<file path="config.mk">
export PLATFORM = sky130hd
export DESIGN_NAME = multicycle_control_fsm
export DESIGN_NICKNAME = d
export VERILOG_FILES = /design/src/rtl/cpu_ctrl_pkg.sv /design/src/rtl/mem_handshake_timer.sv /design/src/rtl/multicycle_control_fsm.sv
export SDC_FILE = /design/constraint.sdc
export NUM_CORES = 1
export LEC_CHECK = 0
export BUFFER_PORTS_ARGS = -buffer_cell sky130_fd_sc_hd__buf_2
export CAP_MARGIN = 10
export CORE_MARGIN = 3
export CORE_UTILIZATION = 52
export DETAILED_ROUTE_END_ITERATION = 16
export GPL_TIMING_DRIVEN = 0
export HOLD_SLACK_MARGIN = 0.05
export PLACE_DENSITY_LB_ADDON = 0.25
export SYNTH_ARGS = -nofsm -noshare
export SYNTH_HDL_FRONTEND = slang
export SYNTH_SLANG_ARGS = --single-unit
</file>
<file path="constraint.sdc">
create_clock -name clk -period 2.69 [get_ports clk]
set_clock_uncertainty 0.1 [all_clocks]
set_input_delay 0.1345 -clock clk [delete_from_list [all_inputs] [get_ports clk]]
set_output_delay 0.1345 -clock clk [all_outputs]
set_load 0.05 [all_outputs]
</file>
<file path="src/rtl/cpu_ctrl_pkg.sv">
// Shared encodings for the multicycle control sequencer: states, opcodes,
// ALU functions and datapath mux selects.
package cpu_ctrl_pkg;

  typedef enum logic [2:0] {
    FETCH  = 3'd0,
    DECODE = 3'd1,
    EXEC   = 3'd2,
    MEM    = 3'd3,
    WB     = 3'd4,
    HALT   = 3'd5
  } state_t;

  localparam logic [4:0] OP_LW   = 5'b00000;
  localparam logic [4:0] OP_SW   = 5'b00001;
  localparam logic [4:0] OP_ADDI = 5'b00010;
  localparam logic [4:0] OP_BEQ  = 5'b00011;
  localparam logic [4:0] OP_BNE  = 5'b00100;
  localparam logic [4:0] OP_J    = 5'b00101;
  localparam logic [4:0] OP_JAL  = 5'b00110;
  localparam logic [4:0] OP_HALT = 5'b00111;

  // R-type instructions pass func straight through, so ADD/SUB share the func encoding.
  localparam logic [2:0] ALU_ADD = 3'b000;
  localparam logic [2:0] ALU_SUB = 3'b001;

  localparam logic [1:0] PC_SRC_SEQ = 2'd0;
  localparam logic [1:0] PC_SRC_BR  = 2'd1;
  localparam logic [1:0] PC_SRC_JMP = 2'd2;

  localparam logic [1:0] WB_SRC_ALU = 2'd0;
  localparam logic [1:0] WB_SRC_MEM = 2'd1;
  localparam logic [1:0] WB_SRC_PC  = 2'd2;

  localparam logic [1:0] SRC_B_REG = 2'd0;
  localparam logic [1:0] SRC_B_ONE = 2'd1;
  localparam logic [1:0] SRC_B_IMM = 2'd2;

  function automatic logic op_is_illegal(input logic [4:0] op);
    return !op[4] && op[3];
  endfunction

endpackage

</file>
<file path="src/rtl/mem_handshake_timer.sv">
// Memory request hold and wait-cycle watchdog; reports completion or timeout
// of the request currently presented by the sequencer.
module mem_handshake_timer #(
  parameter int TIMEOUT_W = 4
) (
  input  logic clk,
  input  logic reset,
  input  logic request,
  input  logic mem_ready,
  output logic mem_req,
  output logic done,
  output logic timeout
);

  // The last wait cycle is the one that would push the count to all-ones.
  localparam logic [TIMEOUT_W-1:0] LAST_WAIT = {TIMEOUT_W{1'b1}} - TIMEOUT_W'(1);

  logic [TIMEOUT_W-1:0] wait_cnt_reg;

  assign mem_req = request;
  assign done    = request && mem_ready;
  assign timeout = request && !mem_ready && (wait_cnt_reg == LAST_WAIT);

  // Idle or completing cycles clear the count, so every new request starts at zero.
  always_ff @(posedge clk) begin
    if (reset || !request || mem_ready) begin
      wait_cnt_reg <= '0;
    end else begin
      wait_cnt_reg <= wait_cnt_reg + TIMEOUT_W'(1);
    end
  end

endmodule

</file>
<file path="src/rtl/multicycle_control_fsm.sv">
// Multicycle control sequencer for the 16-bit core: one datapath phase per
// state, memory handshake with timeout, sticky error flags, retired count.
module multicycle_control_fsm
  import cpu_ctrl_pkg::*;
#(
  parameter int TIMEOUT_W = 4,
  parameter int ICNT_W    = 16
) (
  input  logic              clk,
  input  logic              reset,
  input  logic [4:0]        opcode,
  input  logic [2:0]        func,
  input  logic              zero,
  input  logic              mem_ready,
  output logic              mem_req,
  output logic              mem_we,
  output logic              iord,
  output logic              ir_write,
  output logic              pc_write,
  output logic [1:0]        pc_src,
  output logic [2:0]        alu_op,
  output logic [1:0]        alu_src_b,
  output logic              reg_write,
  output logic [1:0]        wb_src,
  output logic              reg_dst,
  output logic              halted,
  output logic              illegal,
  output logic              bus_error,
  output logic [ICNT_W-1:0] icount
);

  state_t             state_reg;
  logic               started_reg;
  logic [4:0]         opcode_reg;
  logic [2:0]         func_reg;
  logic               illegal_reg;
  logic               bus_error_reg;
  logic [ICNT_W-1:0]  icount_reg;

  logic request, done, timeout;
  logic is_rtype, is_lw, is_sw, is_addi, is_beq, is_bne, is_jal;

  assign is_rtype = opcode_reg[4];
  assign is_lw    = (opcode_reg == OP_LW);
  assign is_sw    = (opcode_reg == OP_SW);
  assign is_addi  = (opcode_reg == OP_ADDI);
  assign is_beq   = (opcode_reg == OP_BEQ);
  assign is_bne   = (opcode_reg == OP_BNE);
  assign is_jal   = (opcode_reg == OP_JAL);

  // started_reg keeps every output low through reset and the release cycle.
  assign request = started_reg && ((state_reg == FETCH) || (state_reg == MEM));

  mem_handshake_timer #(.TIMEOUT_W(TIMEOUT_W)) u_timer (
    .clk       (clk),
    .reset     (reset),
    .request   (request),
    .mem_ready (mem_ready),
    .mem_req   (mem_req),
    .done      (done),
    .timeout   (timeout)
  );

  always_ff @(posedge clk) begin
    if (reset) begin
      state_reg     <= FETCH;
      started_reg   <= 1'b0;
      opcode_reg    <= '0;
      func_reg      <= '0;
      illegal_reg   <= 1'b0;
      bus_error_reg <= 1'b0;
      icount_reg    <= '0;
    end else begin
      started_reg <= 1'b1;
      case (state_reg)
        FETCH: begin
          if (timeout) begin
            bus_error_reg <= 1'b1;
            state_reg     <= HALT;
          end else if (done) begin
            state_reg <= DECODE;
          end
        end
        DECODE: begin
          opcode_reg <= opcode;
          func_reg   <= func;
          if (op_is_illegal(opcode)) begin
            illegal_reg <= 1'b1;
            state_reg   <= HALT;
          end else if (opcode == OP_HALT) begin
            icount_reg <= icount_reg + ICNT_W'(1);
            state_reg  <= HALT;
          end else begin
            state_reg <= EXEC;
          end
        end
        EXEC: begin
          if (is_lw || is_sw) begin
            state_reg <= MEM;
          end else if (is_rtype || is_addi) begin
            state_reg <= WB;
          end else begin
            icount_reg <= icount_reg + ICNT_W'(1);
            state_reg  <= FETCH;
          end
        end
        MEM: begin
          if (timeout) begin
            bus_error_reg <= 1'b1;
            state_reg     <= HALT;
          end else if (done) begin
            if (is_sw) begin
              icount_reg <= icount_reg + ICNT_W'(1);
              state_reg  <= FETCH;
            end else begin
              state_reg <= WB;
            end
          end
        end
        WB: begin
          icount_reg <= icount_reg + ICNT_W'(1);
          state_reg  <= FETCH;
        end
        HALT:    state_reg <= HALT;
        default: state_reg <= FETCH;
      endcase
    end
  end

  always_comb begin
    mem_we    = 1'b0;
    iord      = 1'b0;
    ir_write  = 1'b0;
    pc_write  = 1'b0;
    pc_src    = PC_SRC_SEQ;
    alu_op    = ALU_ADD;
    alu_src_b = SRC_B_REG;
    reg_write = 1'b0;
    wb_src    = WB_SRC_ALU;
    reg_dst   = 1'b0;
    halted    = 1'b0;
    if (started_reg) begin
      case (state_reg)
        FETCH: begin
          alu_src_b = SRC_B_ONE;
          ir_write  = done;
          pc_write  = done;
        end
        EXEC: begin
          if (is_rtype) begin
            alu_op = func_reg;
          end else if (is_addi || is_lw || is_sw) begin
            alu_src_b = SRC_B_IMM;
          end else if (is_beq || is_bne) begin
            alu_op   = ALU_SUB;
            pc_write = zero ^ is_bne;
            pc_src   = (zero ^ is_bne) ? PC_SRC_BR : PC_SRC_SEQ;
          end else begin
            pc_write  = 1'b1;
            pc_src    = PC_SRC_JMP;
            reg_write = is_jal;
            wb_src    = is_jal ? WB_SRC_PC : WB_SRC_ALU;
          end
        end
        MEM: begin
          iord   = 1'b1;
          mem_we = is_sw;
        end
        WB: begin
          reg_write = 1'b1;
          wb_src    = is_lw ? WB_SRC_MEM : WB_SRC_ALU;
          reg_dst   = is_lw || is_addi;
        end
        HALT:    halted = 1'b1;
        default: halted = 1'b0;
      endcase
    end
  end

  assign illegal   = illegal_reg;
  assign bus_error = bus_error_reg;
  assign icount    = icount_reg;

endmodule

</file>
==> run metrics, run 1 <==
gr ovfl total 0; clock buffer depth 2; Worst-Skew Late Latency 0.33 ns; Post-synth EDFFs 0; worst ir drop on vdd 0.308 mV; Fmax 409 MHz; max reg flops 16; die width 65.7 um; critical path, cell by cell buf_2 > or4_4 > nor2_4 > o211ai_4 > buf_6 > nor4_1 > mux2_1; status finished clean; slew margin rel. 50.8%; final setup violation count 0; CP required 2.81 ns; critical path class reg2reg; CTS Buf Count 5; Worst-path clk slew 0.10 ns; DRT Pass-1 Iters 4; Yosys Warn Count 0; area grow syn2layout 23.5%; Syn Nets 248; # fillers 310; Worst Path Buf+Inv 2; Antenna diodes 0; CP peak stage delay 0.53 ns; dpl ws 0.255 ns; met3 wire len 310 um; net total in the final layout 310; core area 3390 sq um; Largest delay share family, worst path simple AND/OR/NAND/NOR gates; Seq/Total Area, Yosys 36.7%; cts hold-fix bufs 9; Setup crit end kind register; DIE HEIGHT 65.7 um; pwr/cell area 527 nW/um^2; vias in the first global route 1,732; CTS tree yes; wire per inst 14.1 um; final count of hold timing violations 0; Period minus WS final 2.45 ns; WL met2 2240 um; first-pass GRT wire length 7750 um; Synth async-reset ratio 0%; Unique masters post-synth 43; Main synth FF type dfxtp_1; largest net degree at the start of global routing 11; residual DRC count 0; Routed Antenna Nets 0; boundary pin count 47; post-DP HPWL 3310 um; DR vias/cell 5.80; Tot GR Track Use 23.1%; main area contributors after synthesis dfxtp_1, a21oi_1, nor2_1; M1 WL 2080 um; # clock sinks 34; Resize count post-CTS 0; row count 21; RSZ-0062 raised after global routing false; H-tree levels 2; Avg Inst Size Synth 7.95 sq um; Hold Crit Class in2reg; top cell type's share of synthesized area 36.7%; critical path's slowest cell or4_4; Tcrit/Tclk final 91.0%; global placer's final weighted congestion 0.862; R2R Setup Slk 0.24 ns; Max FO, Critical Path 10; Post-Synthesis Cell Area 1850 sq um; P_leak 0.936 nW; via count 1,971; #FFs+latches synth 34; IO Port Bufs 46; max-cap violations 0; drt first-iter violations 200; top sig layer met4; Pins Over Slew Limit 0; cell count after synthesis 233; final worst setup slack 0.242 ns; Worst Path Arrival 2.57 ns; Core Util, Final 67.5%; Initial Util 54.7%; initial antenna violation count 0; die area 4320 sq um; CTS root buffer clkbuf_4; Worst setup SP type register; Routed WL 4790 um; layout cell share with drive strength beyond 1 21.1%; TNS Setup 0 ns; Worst Max-Slew Pin Slew 0.735 ns; Post-CTS Setup Bufs 0; cell taking the most area after synthesis dfxtp_1
## synthesized netlist by cell type (2+ instances only)
master	number
nor2b_1	4
ha_1	3
buf_2	2
or3_1	4
clkbuf_1	9
nor3_1	6
nand3_1	10
inv_1	8
o31ai_1	10
buf_6	2
dfxtp_1	34
mux2i_1	4
and3_1	10
nand4b_1	2
nor4_1	3
nand2_1	16
a21oi_1	27
o21a_1	2
a31oi_1	2
nand4_1	2
nand2b_1	5
xor2_1	3
nand3b_1	2
nor2_1	24
or4_1	8
o21ai_0	14
## metrics by stage
stage / instances / hold slack [ns] / total power [mW] / instance area (sq um)
6_report: 340 / 0.119 / 1.21 / 2290
5_1_grt: 340 / 0.141 / 1.27 / 2290
4_1_cts: 340 / 0.0979 / 1.21 / 2290
3_5_place_dp: 325 / 0.280 / 0.918 / 2150
3_3_place_gp: 325 / 0.268 / 0.914 / 2150
2_1_floorplan: 233 / 0.171 / 0.838 / 1860
## worst reg2reg max path: cells and delay by family (launching register included)
kind	cells	cell delay (ns)
and+or+nand+nor	3	1.09
AOI/OAI and AO/OA	1	0.13
DFF	1	0.32
buffers and inverters	2	0.33
muxes	1	0.37
## cell families (layout without fill, tap and decap cells)
kind of cell / after synthesis / count (layout) / synth area share, %
adders and majority gates: 3 / 3 / 2.03
and+or+nand+nor: 102 / 102 / 29.9
AOI/OAI and AO/OA: 64 / 64 / 21.5
DFF: 34 / 34 / 36.7
muxes: 5 / 5 / 2.77
buffers and inverters: 21 / 82 / 5.20
xor gates and xnor gates: 4 / 4 / 1.89
## final cells by class
class / instances / area [sq um] / area share, %
clock buffer: 6 / 51.3 / 2.24
buffer: 13 / 66.3 / 2.90
tap: 46 / 57.6 / 2.52
timing repair buffer: 55 / 320 / 14.0
inverter: 8 / 30.0 / 1.31
multi-input combinational: 178 / 1080 / 47.3
sequential: 34 / 681 / 29.7
## cells in the final DEF, fill, tap and decap left out, drive strengths merged, types with 2 or more instances in the layout
cell         count
nand4            2
buf             50
and3            10
or3              4
o21ai           14
nand4b           2
o31ai           11
nor2            25
mux2i            4
inv              8
nor2b            4
xor2             3
nand3b           2
nand2b           5
dlygate4sd3      9
or4              9
ha               3
dfxtp           34
a21oi           27
o21a             2
nand2           16
nor3             6
nor4             3
a31oi            2
o211ai           2
clkbuf          15
nand3           10
## worst paths after layout
| path | end | startpoint | depth (start not counted) |
|---|---|---|---|
| worst min-delay path | u_timer.wait_cnt_reg[1]$_SDFF_PP0_ | mem_ready | 4 |
| worst max-delay path | icount[15]$_SDFFE_PP0P_ | opcode_reg[4]$_SDFFE_PP0P_ | 7 |
| worst min register to register | bus_error$_SDFFE_PP0P_ | bus_error$_SDFFE_PP0P_ | 2 |
| worst max register to register | icount[15]$_SDFFE_PP0P_ | opcode_reg[4]$_SDFFE_PP0P_ | 7 |
## power by group
part           total, mW  internal [mW]  switching [mW]  leakage [nW]
sequential         0.557          0.530          0.0272         0.275
clock              0.284          0.118           0.166        0.0302
combinational      0.365          0.124           0.241         0.631
## metal layers
metal / vias up / GRT usage (%)
met5: - / 0
met4: 0 / 11.1
met3: 16 / 5.81
met2: 59 / 37.5
met1: 916 / 28.2
li1: 980 / -
Power figures use the tool's default switching activity.
==> run 2: changes to the inputs <==
- PLACE_DENSITY: not set -> 0.78
- PLACE_DENSITY_LB_ADDON: 0.25 -> not set
==> run metrics, run 2 (synthesis results as in run 1) <==
Logic pwr share 29.5% (was 30.3%); slew margin rel. 51.6% (was 50.8%); Pins Over Slew Limit 0 (unchanged); DR vias/cell 5.65 (was 5.80); net total in the final layout 310 (unchanged); Setup crit end kind register (unchanged); initial antenna violation count 0 (unchanged); Worst Max-Slew Pin Slew 0.720 ns (was 0.735 ns); Antenna diodes 0 (unchanged); commonest cells after routing, fill and taps aside buf_2, dfxtp_1, a21oi_1, nor2_1, nand2_1 (unchanged); via count 1,931 (was 1,971); Worst Path Arrival 2.53 ns (was 2.57 ns); Routed Antenna Nets 0 (unchanged); DRT Pass-1 Iters 4 (unchanged); Tot GR Track Use 23.4% (was 23.1%); max-cap violations 0 (unchanged); Max FO, Critical Path 10 (unchanged); area grow syn2layout 24.0% (was 23.5%); wire per inst 13.4 um (was 14.1 um); # clock sinks 34 (unchanged); CTS Buf Count 5 (unchanged); die area 4320 sq um (unchanged); row count 21 (unchanged); Clk pwr share 25.2% (was 23.5%); critical path class reg2reg (unchanged); DIE HEIGHT 65.7 um (unchanged); hold_ws 0.0828 ns (was 0.119 ns); drt first-iter violations 142 (was 200); boundary pin count 47 (unchanged); IO Port Bufs 46 (unchanged); residual DRC count 0 (unchanged); Initial Util 54.7% (unchanged); Resize count post-CTS 0 (unchanged); CTS root buffer clkbuf_4 (unchanged); Period minus WS final 2.39 ns (was 2.45 ns); gr ovfl total 0 (unchanged); CP required 2.83 ns (was 2.81 ns); core area 3390 sq um (unchanged); switching part of the total 36.4% (was 36.0%); layout cell share with drive strength beyond 1 21.3% (was 21.1%); Hold Crit Class in2reg (unchanged); Post-CTS Setup Bufs 0 (unchanged); Routed WL 4570 um (was 4790 um); Worst-path clk slew 0.11 ns (was 0.10 ns); global placer's final weighted congestion 0.831 (was 0.862); largest net degree at the start of global routing 11 (unchanged); P_leak 0.941 nW (was 0.936 nW); first-pass GRT wire length 7890 um (was 7750 um); # fillers 287 (was 310); worst ir drop on vdd 0.350 mV (was 0.308 mV); TNS Setup 0 ns (unchanged); die width 65.7 um (unchanged); P_sw 447 uW (was 434 uW); post-DP HPWL 3250 um (was 3310 um); Worst-Skew Late Latency 0.35 ns (was 0.33 ns); most common cell after layout, fill and taps aside buf_2 (unchanged); Tcrit/Tclk final 88.7% (was 91.0%); final setup violation count 0 (unchanged); status finished clean (unchanged); H-tree levels 2 (unchanged); pwr/cell area 534 nW/um^2 (was 527 nW/um^2); Fmax 419 MHz (was 409 MHz); P_int 780 uW (was 771 uW); final count of hold timing violations 0 (unchanged); Worst setup SP type register (unchanged); CTS tree yes (unchanged); clock buffer depth 2 (unchanged); sequential power share 45.3% (was 46.2%); RSZ-0062 raised after global routing false (unchanged); vias in the first global route 1,716 (was 1,732); max reg flops 16 (unchanged)
## run 2: cell types whose count changed in the layout (fill, tap and decap cells not counted)
cell,previous run,this run
clkbuf_1,9,10
clkinv_2,0,1
## run 2: layer usage
layer	global-route usage, %	part of all wire [%]
met2	38.0	48
met3	3.93	5.1
met4	11.9	2.4
met1	29.6	45
met5	0	0
## run 2: timing repair
| item | CTS | global route |
|---|---|---|
| hold buffers | 9 | 0 |
| setup endpoints to repair | 0 | 0 |
| endpoints found under the hold margin | 14 | 0 |
## run 2: critical path: stages (launching register included)
cell      delay (ns)
dfxtp_1         0.32
buf_6           0.13
or4_4           0.55
nor2_4          0.16
o211ai_4        0.13
buf_6           0.17
nor4_1          0.36
mux2_1          0.35
## run 2: stage by stage
step	setup WS, ns	utilization, %	cell area (sq um)	power [mW]	std cells
6_report	0.303	67.8	2300	1.23	342
5_1_grt	0.201	67.8	2300	1.30	342
3_3_place_gp	0.301	63.3	2150	0.914	325
3_5_place_dp	0.294	63.3	2150	0.917	325
2_1_floorplan	0.156	-	1860	0.838	233
4_1_cts	0.270	67.8	2300	1.23	342
## run 2: layout make-up
| type | count | area [sq um] | area share [%] |
|---|---|---|---|
| buffer | 13 | 66.3 | 2.89 |
| clock buffer | 7 | 55.1 | 2.40 |
| multi-input combinational | 178 | 1080 | 47.1 |
| inverter | 8 | 30.0 | 1.31 |
| timing repair buffer | 55 | 320 | 13.9 |
| clock inverter | 1 | 5.00 | 0.218 |
| sequential | 34 | 681 | 29.6 |
| tap | 46 | 57.6 | 2.51 |
## run 2: final timing paths
kind / startpoint / to / slack, ns / cells after the start
max: opcode_reg[3]$_SDFFE_PP0P_ / icount[15]$_SDFFE_PP0P_ / 0.30 / 7
min: mem_ready / u_timer.wait_cnt_reg[1]$_SDFF_PP0_ / 0.08 / 4
max reg2reg: opcode_reg[3]$_SDFFE_PP0P_ / icount[15]$_SDFFE_PP0P_ / 0.30 / 7
min reg2reg: u_timer.wait_cnt_reg[0]$_SDFF_PP0_ / u_timer.wait_cnt_reg[0]$_SDFF_PP0_ / 0.38 / 1
## run 2: power groups by stage
stage | registers, mW | logic, mW | clock network (mW)
4_1_cts | 0.556 | 0.362 | 0.316
3_5_place_dp | 0.567 | 0.350 | 0
6_report | 0.556 | 0.362 | 0.309
3_3_place_gp | 0.566 | 0.347 | 0
2_1_floorplan | 0.578 | 0.260 | 0
5_1_grt | 0.562 | 0.398 | 0.337
